**config.mk**
```make
export PLATFORM = sky130hd
export DESIGN_NAME = dw_pw_scheduler_flat
export DESIGN_NICKNAME = d
export VERILOG_FILES = /design/src/rtl/dw_pw_scheduler_pkg.sv /design/src/rtl/dw_pw_scheduler_if.sv /design/src/rtl/dw_pw_scheduler_pingpong_tracker.sv /design/src/rtl/dw_pw_scheduler.sv /design/src/flat_wrapper.sv
export SDC_FILE = /design/constraint.sdc
export NUM_CORES = 1
export LEC_CHECK = 0
export BUFFER_PORTS_ARGS = -buffer_cell sky130_fd_sc_hd__buf_4
export CAP_MARGIN = 20
export CORE_MARGIN = 2
export CORE_UTILIZATION = 55
export DETAILED_ROUTE_END_ITERATION = 10
export PLACE_DENSITY_LB_ADDON = 0.15
export SLEW_MARGIN = 25
export SYNTH_ARGS = -nofsm -noshare
export SYNTH_HDL_FRONTEND = slang
export SYNTH_SLANG_ARGS = --single-unit
```
**constraint.sdc**
```tcl
create_clock -name clk -period 4 [get_ports clk]
set_input_delay 0.2 -clock clk [delete_from_list [all_inputs] [get_ports clk]]
set_output_delay 0.2 -clock clk [all_outputs]
set_load 0.01 [all_outputs]
```
**src/rtl/dw_pw_scheduler_pkg.sv**
```systemverilog
// accel_pkg: shared scheduler types and defaults.
//   sched_state_t      - scheduler FSM state encoding (IDLE, RUN, DONE)
//   SINGLE_BANK_LAYERS - layers with index below this run depth/point serialised on bank 0
package accel_pkg;

  typedef enum logic [1:0] {
    IDLE,
    RUN,
    DONE
  } sched_state_t;

  localparam int unsigned SINGLE_BANK_LAYERS = 4;

endpackage

```
**src/rtl/dw_pw_scheduler_if.sv**
```systemverilog
// dw_pw_scheduler_if: layer control, engine handshakes and buffer bank status
// for the depthwise/pointwise scheduler.
//   master modport - layer controller and engines: drive layer, cfg_tiles,
//                    layer_start, depth33_done, point11_done; observe the rest
//   slave modport  - the scheduler: drives start pulses, bank selects,
//                    bank_full, busy, layer_done, err
interface dw_pw_scheduler_if #(
  parameter int unsigned TILE_W = 8
);

  logic [3:0]        layer;
  logic [TILE_W-1:0] cfg_tiles;
  logic              layer_start;
  logic              depth_start;
  logic              depth33_done;
  logic              point_start;
  logic              point11_done;
  logic              write_sel;
  logic              read_sel;
  logic [1:0]        bank_full;
  logic              busy;
  logic              layer_done;
  logic              err;

  modport master (
    output layer, cfg_tiles, layer_start, depth33_done, point11_done,
    input  depth_start, point_start, write_sel, read_sel, bank_full,
           busy, layer_done, err
  );

  modport slave (
    input  layer, cfg_tiles, layer_start, depth33_done, point11_done,
    output depth_start, point_start, write_sel, read_sel, bank_full,
           busy, layer_done, err
  );

endinterface

```
**src/rtl/dw_pw_scheduler_pingpong_tracker.sv**
```systemverilog
// pingpong_tracker: occupancy of the two intermediate-buffer banks and the
// write/read bank selects.
//   clk, rst_n         - clock, synchronous active-low reset
//   clear              - empty both banks and return both selects to bank 0
//   single_bank        - hold both selects at bank 0
//   wr_done / rd_done  - a depth tile filled / a point tile drained the selected bank
//   write_sel/read_sel - bank written by depthwise / read by pointwise
//   bank_full          - per-bank occupancy
//   can_write/can_read - selected write bank empty / selected read bank full
module pingpong_tracker (
  input  logic       clk,
  input  logic       rst_n,
  input  logic       clear,
  input  logic       single_bank,
  input  logic       wr_done,
  input  logic       rd_done,
  output logic       write_sel,
  output logic       read_sel,
  output logic [1:0] bank_full,
  output logic       can_write,
  output logic       can_read
);

  logic [1:0] full_d;

  // Set before clear: in ping-pong mode the two indices always differ.
  always_comb begin
    full_d = bank_full;
    if (wr_done) full_d[write_sel] = 1'b1;
    if (rd_done) full_d[read_sel]  = 1'b0;
  end

  always_ff @(posedge clk) begin
    if (!rst_n || clear) begin
      bank_full <= '0;
      write_sel <= 1'b0;
      read_sel  <= 1'b0;
    end else begin
      bank_full <= full_d;
      write_sel <= single_bank ? 1'b0 : (write_sel ^ wr_done);
      read_sel  <= single_bank ? 1'b0 : (read_sel ^ rd_done);
    end
  end

  assign can_write = ~bank_full[write_sel];
  assign can_read  = bank_full[read_sel];

endmodule

```
**src/rtl/dw_pw_scheduler.sv**
```systemverilog
// dw_pw_scheduler: issues one depthwise and one pointwise start per tile around
// the ping-pong intermediate buffer, overlapping depth tile n+1 with point tile n
// (or serialising on bank 0 for early layers).
//   clk   - clock, rising edge
//   rst_n - synchronous reset, active low
//   bus   - dw_pw_scheduler_if slave: layer/cfg_tiles/layer_start in,
//           depth/point start-done handshakes, bank selects, bank_full,
//           busy, layer_done, err
module dw_pw_scheduler #(
  parameter int unsigned TILE_W             = 8,
  parameter int unsigned SINGLE_BANK_LAYERS = accel_pkg::SINGLE_BANK_LAYERS
) (
  input logic              clk,
  input logic              rst_n,
  dw_pw_scheduler_if.slave bus
);

  import accel_pkg::*;

  sched_state_t      state_q, state_d;
  logic [3:0]        layer_q;
  logic [TILE_W-1:0] tiles_q;
  logic [TILE_W-1:0] d_cnt;
  logic [TILE_W-1:0] p_cnt;
  logic              depth_if, point_if;
  logic              depth_start_q, point_start_q, layer_done_q, busy_q, err_q;
  logic              layer_done_d, busy_d;

  logic              accept, single_bank;
  logic              d_done_ok, p_done_ok, last_point;
  logic              depth_issue, point_issue;
  logic              can_write, can_read;
  logic              write_sel, read_sel;
  logic [1:0]        bank_full;

  assign accept      = (state_q == IDLE) && bus.layer_start;
  assign single_bank = 32'(layer_q) < SINGLE_BANK_LAYERS;

  // Done pulses only count against a tile actually in flight; anything else is a violation.
  assign d_done_ok   = bus.depth33_done && depth_if;
  assign p_done_ok   = bus.point11_done && point_if;
  assign last_point  = p_done_ok && ((p_cnt + TILE_W'(1)) == tiles_q);

  assign depth_issue = (state_q == RUN) && !depth_if && (d_cnt != tiles_q) && can_write;
  assign point_issue = (state_q == RUN) && !point_if && can_read;

  pingpong_tracker u_tracker (
    .clk         (clk),
    .rst_n       (rst_n),
    .clear       (accept),
    .single_bank (single_bank),
    .wr_done     (d_done_ok),
    .rd_done     (p_done_ok),
    .write_sel   (write_sel),
    .read_sel    (read_sel),
    .bank_full   (bank_full),
    .can_write   (can_write),
    .can_read    (can_read)
  );

  always_ff @(posedge clk) begin
    if (!rst_n) state_q <= IDLE;
    else        state_q <= state_d;
  end

  // layer_done is registered: from RUN it fires with the move to DONE; a zero-tile
  // layer enters DONE first and fires one cycle later. DONE exits once it has fired.
  always_comb begin
    state_d      = state_q;
    layer_done_d = 1'b0;
    unique case (state_q)
      IDLE: begin
        if (bus.layer_start) state_d = (bus.cfg_tiles != '0) ? RUN : DONE;
      end
      RUN: begin
        if (last_point) begin
          state_d      = DONE;
          layer_done_d = 1'b1;
        end
      end
      DONE: begin
        if (layer_done_q) state_d = IDLE;
        else              layer_done_d = 1'b1;
      end
      default: state_d = IDLE;
    endcase
    busy_d = (state_d != IDLE);
  end

  always_ff @(posedge clk) begin
    if (!rst_n) begin
      layer_q       <= '0;
      tiles_q       <= '0;
      d_cnt         <= '0;
      p_cnt         <= '0;
      depth_if      <= 1'b0;
      point_if      <= 1'b0;
      err_q         <= 1'b0;
      depth_start_q <= 1'b0;
      point_start_q <= 1'b0;
      layer_done_q  <= 1'b0;
      busy_q        <= 1'b0;
    end else begin
      if (accept) begin
        layer_q  <= bus.layer;
        tiles_q  <= bus.cfg_tiles;
        d_cnt    <= '0;
        p_cnt    <= '0;
        depth_if <= 1'b0;
        point_if <= 1'b0;
        err_q    <= 1'b0;
      end else begin
        if (depth_issue) begin
          d_cnt    <= d_cnt + TILE_W'(1);
          depth_if <= 1'b1;
        end else if (d_done_ok) begin
          depth_if <= 1'b0;
        end
        if (point_issue)    point_if <= 1'b1;
        else if (p_done_ok) point_if <= 1'b0;
        if (p_done_ok) p_cnt <= p_cnt + TILE_W'(1);
        if ((bus.depth33_done && !depth_if) || (bus.point11_done && !point_if)) err_q <= 1'b1;
      end
      depth_start_q <= depth_issue;
      point_start_q <= point_issue;
      layer_done_q  <= layer_done_d;
      busy_q        <= busy_d;
    end
  end

  assign bus.depth_start = depth_start_q;
  assign bus.point_start = point_start_q;
  assign bus.layer_done  = layer_done_q;
  assign bus.busy        = busy_q;
  assign bus.err         = err_q;
  assign bus.write_sel   = write_sel;
  assign bus.read_sel    = read_sel;
  assign bus.bank_full   = bank_full;

endmodule

```
**src/flat_wrapper.sv**
```systemverilog
// flat-port wrapper written by rule: the top's interface ports become plain ports
module dw_pw_scheduler_flat import accel_pkg::*;
#(
  parameter int unsigned TILE_W             = 8,
  parameter int unsigned SINGLE_BANK_LAYERS = accel_pkg::SINGLE_BANK_LAYERS
)
  (clk, rst_n, bus_layer, bus_cfg_tiles, bus_layer_start, bus_depth33_done, bus_point11_done, bus_depth_start, bus_point_start, bus_write_sel, bus_read_sel, bus_bank_full, bus_busy, bus_layer_done, bus_err);
  dw_pw_scheduler_if #(.TILE_W(TILE_W)) bus_i ();
  input logic clk;
  input logic rst_n;
  input wire logic [$bits(bus_i.layer)-1:0] bus_layer;
  input wire logic [$bits(bus_i.cfg_tiles)-1:0] bus_cfg_tiles;
  input wire logic [$bits(bus_i.layer_start)-1:0] bus_layer_start;
  input wire logic [$bits(bus_i.depth33_done)-1:0] bus_depth33_done;
  input wire logic [$bits(bus_i.point11_done)-1:0] bus_point11_done;
  output wire logic [$bits(bus_i.depth_start)-1:0] bus_depth_start;
  output wire logic [$bits(bus_i.point_start)-1:0] bus_point_start;
  output wire logic [$bits(bus_i.write_sel)-1:0] bus_write_sel;
  output wire logic [$bits(bus_i.read_sel)-1:0] bus_read_sel;
  output wire logic [$bits(bus_i.bank_full)-1:0] bus_bank_full;
  output wire logic [$bits(bus_i.busy)-1:0] bus_busy;
  output wire logic [$bits(bus_i.layer_done)-1:0] bus_layer_done;
  output wire logic [$bits(bus_i.err)-1:0] bus_err;
  assign bus_i.layer = bus_layer;
  assign bus_i.cfg_tiles = bus_cfg_tiles;
  assign bus_i.layer_start = bus_layer_start;
  assign bus_i.depth33_done = bus_depth33_done;
  assign bus_i.point11_done = bus_point11_done;
  assign bus_depth_start = bus_i.depth_start;
  assign bus_point_start = bus_i.point_start;
  assign bus_write_sel = bus_i.write_sel;
  assign bus_read_sel = bus_i.read_sel;
  assign bus_bank_full = bus_i.bank_full;
  assign bus_busy = bus_i.busy;
  assign bus_layer_done = bus_i.layer_done;
  assign bus_err = bus_i.err;
  dw_pw_scheduler #(.TILE_W(TILE_W), .SINGLE_BANK_LAYERS(SINGLE_BANK_LAYERS)) u_core (.clk(clk), .rst_n(rst_n), .bus(bus_i));
endmodule
```
==> flow_summary.ini, run 1 <==
[route]
antenna_left = 0
routedWlPerCell_microns = 13.6
vias = 1613
dr.pass1.iters = 4
wirelength_microns = 4020
avgViaCountPerCell = 5.45
dr.first_iter.drc_count = 63
drc_errors = 0

[sta]
skew_ns = 0.00889
fmax_ghz = 0.458
timing.final.ws_setup_ns = 1.81
drv_slew = 0
min_period_ns = 2.19
hold_viol_final = 0
rsz0062_at_grt = false
max_slew_margin_pct = 51.9
worstMarginPinSlew_ns = 0.720
totalNegativeSetupSlack_ns = 0
min_period_over_period_pct = 54.6
setup_viol = 0

[finish]
fillers = 320
register_area_sq_um = 781
finish.utilization_pct = 67.2
final_area_sq_um = 2260
layout.nets = 272
layout-drive-gt1-share_pct = 15.2
n_antenna_cell = 0
multi_input_area_sq_um = 1120
syn_to_final_growth_pct = 15.6

[logic_synthesis]
yosysSeqAreaShare_pct = 39.9
synth_fp_nets = 248
synth-async-reset-ratio_pct = 0
synth_flop_cell = dfxtp_1
avgSynthCellArea_sq_um = 8.69
synth_area_leaders = dfxtp_1, xor2_1, nand2_1
syn_inst = 225
synth_common_cells = dfxtp_1, nand2_1, nor2_1
yosysMostFrequentCell = dfxtp_1
synth.top_cell.area_share_pct = 39.9
ys_types = 41
ys_ff_latch = 39
synth_edf_count = 0
ys_warn_count = 0
syn_area_sq_um = 1950
synth_area_leader_cell = dfxtp_1

[critical_path]
critPathKind = reg2reg
critPathArrivalTime_ns = 2.47
cp.required_ns = 4.28
start_kind = register
reg2reg_from = u_core.state_q[0]
crit_start = u_core.state_q[0]
worst-path-max-fanout = 21
crit_path_end_kind = register

[hold_path]
min-delay-start = bus_point11_done
hp-class = in2reg

[global_routing]
grt_pass1_wl_microns = 6980
antenna_found_initial = 0
grt_overflow = 0
grt_max_degree = 22
grt_pass1_vias = 1544
gr-usage-all-layers_pct = 22.3

[pwr]
leakagePower_nw = 0.900
ir_worst_vdd_mv = 0.254
power_w = 0.000831
p_per_area_nw_per_um2 = 368

[cts]
cts_buffer_depth = 2
clock_latency_ns = 0.37
holdBufCountCts = 0
cts_made_buffers = 5
cts_resized = 0
clock-root-buffer = clkbuf_4
cts_tree = yes
clock-sinks = 39
clkTransAtPathRegs_ns = 0.12
post-cts-setup-buffer-count = 0
cts.htree.levels = 2

[floorplanning]
core_area_sq_um = 3360
initial_core_util_pct = 58.1
rows = 21
die_w_microns = 63.6
ioPinCount = 26
die_area_sq_um = 4050
die_h_microns = 63.6

[placement]
pre_cts_ws_ns = 1.81
place_congestion = 0.845
place_area_sq_um = 2150
dpl.hpwl_microns = 2930
io_buffers = 23

[job]
maxCapViolCount = 0

[outcome]
status = finished clean
-- layout make-up --
| cell class | count | share of cell area (%) |
|---|---|---|
| clock buffers | 5 | 1.66 |
| repair buffers | 23 | 7.64 |
| multi-input cells | 174 | 49.6 |
| clock inverters | 3 | 2.99 |
| inverters | 6 | 0.997 |
| flip-flops and latches | 39 | 34.6 |
| well taps | 46 | 2.55 |
-- worst max-delay path: stages (launching register included) --
cell,delay (ns)
dfxtp_1,0.43
inv_1,0.11
ha_1,0.26
nand2_1,0.35
nand2_1,0.54
a311oi_1,0.40
-- flip-flops by register name, indices dropped and copies added, names as in the netlist --
register	count
u_core.layer_q	2
u_core.bus.point_start	1
u_core.bus.depth_start	1
u_core.u_tracker.bank_full	2
u_core.u_tracker.write_sel	1
u_core.tiles_q	8
u_core.u_tracker.read_sel	1
u_core.p_cnt	8
u_core.d_cnt	8
u_core.bus.layer_done	1
u_core.bus.err	1
u_core.state_q	2
u_core.bus.busy	1
u_core.point_if	1
u_core.depth_if	1
-- path summary, 6_finish.rpt --
| check | end | slack (ns) | cells after the start |
|---|---|---|---|
| hold / removal | u_core.u_tracker.bank_full[1] | 0.06 | 2 |
| hold reg to reg | u_core.layer_q[3] | 0.48 | 2 |
| setup reg to reg | u_core.u_tracker.bank_full[1] | 1.81 | 5 |
| setup / recovery | u_core.u_tracker.bank_full[1] | 1.81 | 5 |
-- cells in the final DEF (no fill, tap or decap), drive strengths merged, types with 4 or more instances in the layout --
| cell | instances |
|---|---|
| a21boi | 10 |
| a21oi | 10 |
| and2 | 4 |
| buf | 23 |
| clkbuf | 5 |
| dfxtp | 39 |
| ha | 6 |
| inv | 6 |
| nand2 | 30 |
| nand2b | 4 |
| nand3 | 5 |
| nand4 | 4 |
| nor2 | 24 |
| o211ai | 4 |
| o21ai | 10 |
| or3 | 4 |
| xnor2 | 5 |
| xor2 | 22 |
-- kinds of logic after synthesis --
family | count (synthesis) | share of synthesized area [%]
compound gates | 49 | 18.4
xor+xnor | 27 | 12.1
fa+ha+maj | 6 | 3.84
buf+inv | 12 | 2.69
flops | 39 | 39.9
mux | 3 | 1.60
simple gates | 89 | 21.4
-- per-layer routing --
| metal | wire (microns) | share of wire [%] | up-vias | GRT usage [%] |
|---|---|---|---|---|
| li1 | - | - | 834 | - |
| met1 | 1940 | 48 | 750 | 29.1 |
| met2 | 1890 | 47 | 23 | 35.5 |
| met3 | 125 | 3.1 | 6 | 4.82 |
| met4 | 69 | 1.7 | 0 | 9.24 |
| met5 | 0 | 0 | - | 0 |
-- metrics by stage --
step | cells | hold WS (ns)
floorplan | 225 | 0.316
global placement | 288 | 0.450
detailed placement | 288 | 0.454
CTS | 296 | 0.0605
global route | 296 | 0.0732
finish | 296 | 0.0627
-- where the power goes --
part | total [W] | internal [W] | switching, W
sequential | 0.000412 | 0.000399 | 0.0000122
clock | 0.000333 | 0.000194 | 0.000139
combinational | 0.0000862 | 0.0000383 | 0.0000479
No activity file was read; power rests on OpenSTA's default activity.
==> run 2, diff against run 1 <==
CORE_UTILIZATION = 51   (was 55)
clock period = 1.84 ns   (was 4 ns; I/O delays follow)
==> run 2 against run 1 <==
Net effect:
- total power grew 100%
- wire length grew 5.6%
- register-to-register slack lost 1.9 ns
- via count grew 5.1%
- largest power group unchanged
- clock skew shrank 0.0033 ns
- global-route usage grew 0.22 points
- cell count grew 7.4%
- sequential power grew 120%
- the run now ends with setup timing left
- sequential share of layout area shrank 2.3 points
- critical path depth grew 2
- highest routed layer unchanged
- sequential cell count is the same
==> flow_summary.ini, run 2 (synthesized netlist as in run 1, its figures left out) <==
[pwr]
switching_share_pct = 26.3
ir_worst_vdd_mv = 0.475
p_int_w = 0.00123
power.share.sequential_pct = 53.2
power_frac_clock_pct = 33.8
leakagePower_nw = 0.994
p_per_area_nw_per_um2 = 683
power_w = 0.00167
combPwrFrac_pct = 12.9
p_sw_w = 0.000440

[placement]
place_congestion = 0.805
io_buffers = 23
dpl.hpwl_microns = 3220
dp_cells = 310

[finish]
final_common_cell = buf_4
final_cell_mix = buf_4, dfxtp_1, nand2_1
largestRegisters = u_core.d_cnt: 8 flops, u_core.p_cnt: 8 flops, u_core.tiles_q: 8 flops
layout.nets = 292
syn_to_final_growth_pct = 25.3
layout-drive-gt1-share_pct = 24.8
fin_cells = 318
n_antenna_cell = 0

[critical_path]
r2r_slack_ns = -0.04
worst-path-max-fanout = 3
cp.required_ns = 2.05
start_kind = register
critPathArrivalTime_ns = 2.09
critPathKind = reg2reg
crit_path_end_kind = register

[cts]
clock_latency_ns = 0.29
cts_made_buffers = 5
post-cts-setup-buffer-count = 0
cts.htree.levels = 2
holdBufCountCts = 0
clkTransAtPathRegs_ns = 0.08
clock-sinks = 39
cts_buffer_depth = 2
clock-root-buffer = clkbuf_8
cts_tree = yes

[sta]
worstMarginPinSlew_ns = 0.387
max_slew_margin_pct = 74.1
min_period_over_period_pct = 102
fmax_ghz = 0.532
drv_slew = 0
setup_viol = 2
totalNegativeSetupSlack_ns = -0.0518
rsz0062_at_grt = true
hold_ws_ns = 0.0480
hold_viol_final = 0
skew_ns = 0.00555
timing.final.ws_setup_ns = -0.0403
min_period_ns = 1.88

[floorplanning]
die_area_sq_um = 4340
die_h_microns = 65.9
rows = 22
initial_core_util_pct = 53.4
ioPinCount = 26
die_w_microns = 65.9
core_area_sq_um = 3660

[global_routing]
antenna_found_initial = 0
grt_overflow = 0
grt_pass1_wl_microns = 7290
grt_pass1_vias = 1592
gr-usage-all-layers_pct = 22.5
grt_max_degree = 17

[outcome]
status = complete, but fails checks
violations = setup timing

[hold_path]
hp-class = in2reg

[route]
drc_errors = 0
vias = 1696
routedWlPerCell_microns = 13.3
dr.first_iter.drc_count = 98
avgViaCountPerCell = 5.33
antenna_left = 0
wirelength_microns = 4240
dr.pass1.iters = 4

[job]
maxCapViolCount = 0
[run 2: changes by cell type in the layout (fill, tap and decap cells not counted), sizes merged]
cell    change
buf        +20
bufinv      -2
clkbuf      +1
clkinv      +1
[run 2: stage by stage]
step	cell area, sq um	setup slack (ns)	util (%)
floorplan	1970	0.00218	-
global placement	2330	-0.124	63.6
detailed placement	2330	-0.148	63.6
CTS	2420	-0.0266	66.1
global route	2450	-0.163	66.9
finish	2450	-0.0403	66.9
[run 2: power by group through the flow]
stage / Combinational, W / Clock, W / Sequential, W
floorplan: 0.000128 / 0 / 0.000906
global placement: 0.000207 / 0 / 0.000909
detailed placement: 0.000208 / 0 / 0.000909
CTS: 0.000212 / 0.000592 / 0.000889
global route: 0.000241 / 0.000639 / 0.000894
finish: 0.000216 / 0.000566 / 0.000891
[run 2: final cells by class]
| type | instances | area [sq um] |
|---|---|---|
| clock buffer | 6 | 72.6 |
| clock inverter | 2 | 12.5 |
| fill | 318 | 1210 |
| inverter | 6 | 22.5 |
| multi-input combinational | 174 | 1160 |
| sequential | 39 | 791 |
| tap | 48 | 60.1 |
| timing repair buffer | 43 | 327 |
[run 2: what timing repair did]
action | 4_1_cts | 5_1_grt
endpoints found under the setup margin | 6 | 10
gates resized for setup | 1 | 9
pin swaps | 2 | 4
[run 2: metal layers]
metal  routed length, microns  global-route usage (%)
met1                     2080                    29.8
met2                     2000                    34.8
met3                      148                    5.79
met4                       18                    8.59
met5                        0                       0
[run 2: final timing paths]
path                     startpoint                 to  cells after the start
setup / recovery    u_core.p_cnt[1]    u_core.bus.busy                      7
hold / removal         bus_layer[2]  u_core.layer_q[2]                      3
setup reg to reg    u_core.p_cnt[1]    u_core.bus.busy                      7
hold reg to reg   u_core.layer_q[2]  u_core.layer_q[2]                      2
[run 2: worst max-delay path, stage by stage (launching register included)]
cell and delay (ns):
dfxtp_4 0.35, ha_4 0.24, xor2_2 0.14, a211oi_2 0.19, o211ai_1 0.12, a2111oi_2 0.29
o211ai_1 0.23, a221oi_2 0.24
==> run 3, diff against run 2 <==
CORE_UTILIZATION = 55   (was 51)
clock period = 2.4 ns   (was 1.84 ns; I/O delays follow)
==> run 3 against run 2 <==
Net effect:
- critical path depth unchanged
- first-iteration DRC count is 20% lower
- via count fell by 3.7%
- register-to-register slack better by 0.35 ns
- worst hold slack got worse by 0.036 ns
- setup slack improved by 0.35 ns
- clock skew increased by 0.0024 ns
- largest cell class unchanged
- combinational power decreased by 31%
- non-clock buffer count decreased by 16
- clock power is 42% lower
- sequential power fell by 23%
- the run now ends clean
==> flow_summary.ini, run 3 (synthesized netlist as in run 1, its figures left out) <==
[placement]
dpl.hpwl_microns = 2950
io_buffers = 23
place_area_sq_um = 2180
pre_cts_ws_ns = 0.345
place_congestion = 0.847

[critical_path]
cp.required_ns = 2.66
crit_path_end_kind = register
critPathMostFrequentCell = o211ai_1
reg2reg_from = u_core.p_cnt[1]
cp_slowest_cell = dfxtp_1
start_kind = register
worst-path-max-fanout = 6
r2r_slack_ns = 0.31
crit_cells = 7
max_stage_delay_ns = 0.43
path_delay_family = compound AO/OA/AOI/OAI gates
path_cells = ha_1, xor2_1, a211oi_1, o211ai_1, a2111oi_2, o211ai_1, a221oi_2
cp_num_buf_inv = 0
rr_worst_depth = 7
crit_end = u_core.bus.busy
crit_start = u_core.p_cnt[1]
regToRegEndpoint = u_core.bus.busy
critPathKind = reg2reg
critPathArrivalTime_ns = 2.35

[global_routing]
grt_pass1_vias = 1490
grt_overflow = 0
grt_pass1_wl_microns = 6840
antenna_found_initial = 0
gr-usage-all-layers_pct = 21.5
grt_max_degree = 17

[cts]
clock-sinks = 39
clock-root-buffer = clkbuf_4
cts_buffer_depth = 2
post-cts-setup-buffer-count = 0
cts_made_buffers = 5
cts_resized = 0
clkTransAtPathRegs_ns = 0.11
holdBufCountCts = 0
clock_latency_ns = 0.34
cts_tree = yes
cts.htree.levels = 2

[floorplanning]
die_w_microns = 63.6
initial_core_util_pct = 58.1
die_area_sq_um = 4050
core_area_sq_um = 3360
ioPinCount = 26
die_h_microns = 63.6
rows = 21

[sta]
setup_viol = 0
min_period_ns = 2.09
drv_slew = 0
worstMarginPinSlew_ns = 0.636
fmax_ghz = 0.479
totalNegativeSetupSlack_ns = 0
skew_ns = 0.00797
hold_viol_final = 0
max_slew_margin_pct = 57.6
min_period_over_period_pct = 86.9
timing.final.ws_setup_ns = 0.314
rsz0062_at_grt = false

[route]
vias = 1634
avgViaCountPerCell = 5.45
routedWlPerCell_microns = 13.1
antenna_left = 0
dr.first_iter.drc_count = 78
wirelength_microns = 3920
dr.pass1.iters = 4
drc_errors = 0

[finish]
register_area_sq_um = 781
multi_input_area_sq_um = 1120
final_common_cell = dfxtp_1
final_cell_mix = dfxtp_1, nand2_1, buf_4
n_antenna_cell = 0
largestRegisters = u_core.d_cnt: 8 flops, u_core.p_cnt: 8 flops, u_core.tiles_q: 8 flops
final_area_sq_um = 2240
syn_to_final_growth_pct = 14.7
layout.nets = 276
fillers = 302
layout-drive-gt1-share_pct = 16.5

[pwr]
power_w = 0.00116
ir_worst_vdd_mv = 0.397
leakagePower_nw = 0.894
p_per_area_nw_per_um2 = 519

[job]
maxCapViolCount = 0

[outcome]
status = finished clean

[hold_path]
hp-class = in2reg
## run 3: power by group
part | switching, W | leakage [nW] | internal [W] | total, W
Combinational | 0.0000805 | 0.551 | 0.0000674 | 0.000148
Clock | 0.000218 | 0.0272 | 0.000112 | 0.000329
Sequential | 0.0000214 | 0.317 | 0.000666 | 0.000687
## run 3: routing by layer
| metal | track usage, % | share of wire, % |
|---|---|---|
| met1 | 30.1 | 50 |
| met2 | 33.8 | 46 |
| met3 | 4.29 | 3.2 |
| met4 | 5.71 | 0.82 |
| met5 | 0 | 0 |
## run 3: worst register-to-register path, delay by kind of cell (launching register included)
family                     cells  cell delay, ns
DFF                            1            0.43
AOI/OAI and AO/OA              5            1.12
adders and majority gates      1            0.29
xor gates and xnor gates       1            0.17
## run 3: worst min-delay path by stage
stage | from | end | slack (ns) | depth (start not counted)
finish | bus_point11_done | u_core.u_tracker.bank_full[1] | 0.01 | 2
detailed placement | bus_point11_done | u_core.u_tracker.bank_full[1] | 0.38 | 2
global placement | bus_point11_done | u_core.u_tracker.bank_full[1] | 0.37 | 2
CTS | bus_point11_done | u_core.u_tracker.bank_full[1] | 0.004 | 2
floorplan | bus_point11_done | u_core.u_tracker.bank_full[1] | 0.24 | 1
global route | bus_point11_done | u_core.u_tracker.bank_full[1] | 0.01 | 2
## run 3: metrics by stage
stage / util, % / hold WS (ns) / instances
after floorplan: - / 0.236 / 225
after global placement: 65.0 / 0.374 / 292
after detailed placement: 65.0 / 0.376 / 292
after CTS: 66.7 / 0.00426 / 300
after global routing: 66.7 / 0.00963 / 300
final: 66.7 / 0.0124 / 300
## run 3: final cells by class
type / count / area share (%)
Clock inverter: 3 / 0.893
Sequential cell: 39 / 34.8
Multi-Input combinational cell: 174 / 50.0
Timing Repair Buffer: 27 / 9.04
Clock buffer: 5 / 1.67
Tap cell: 46 / 2.57
Inverter: 6 / 1.00
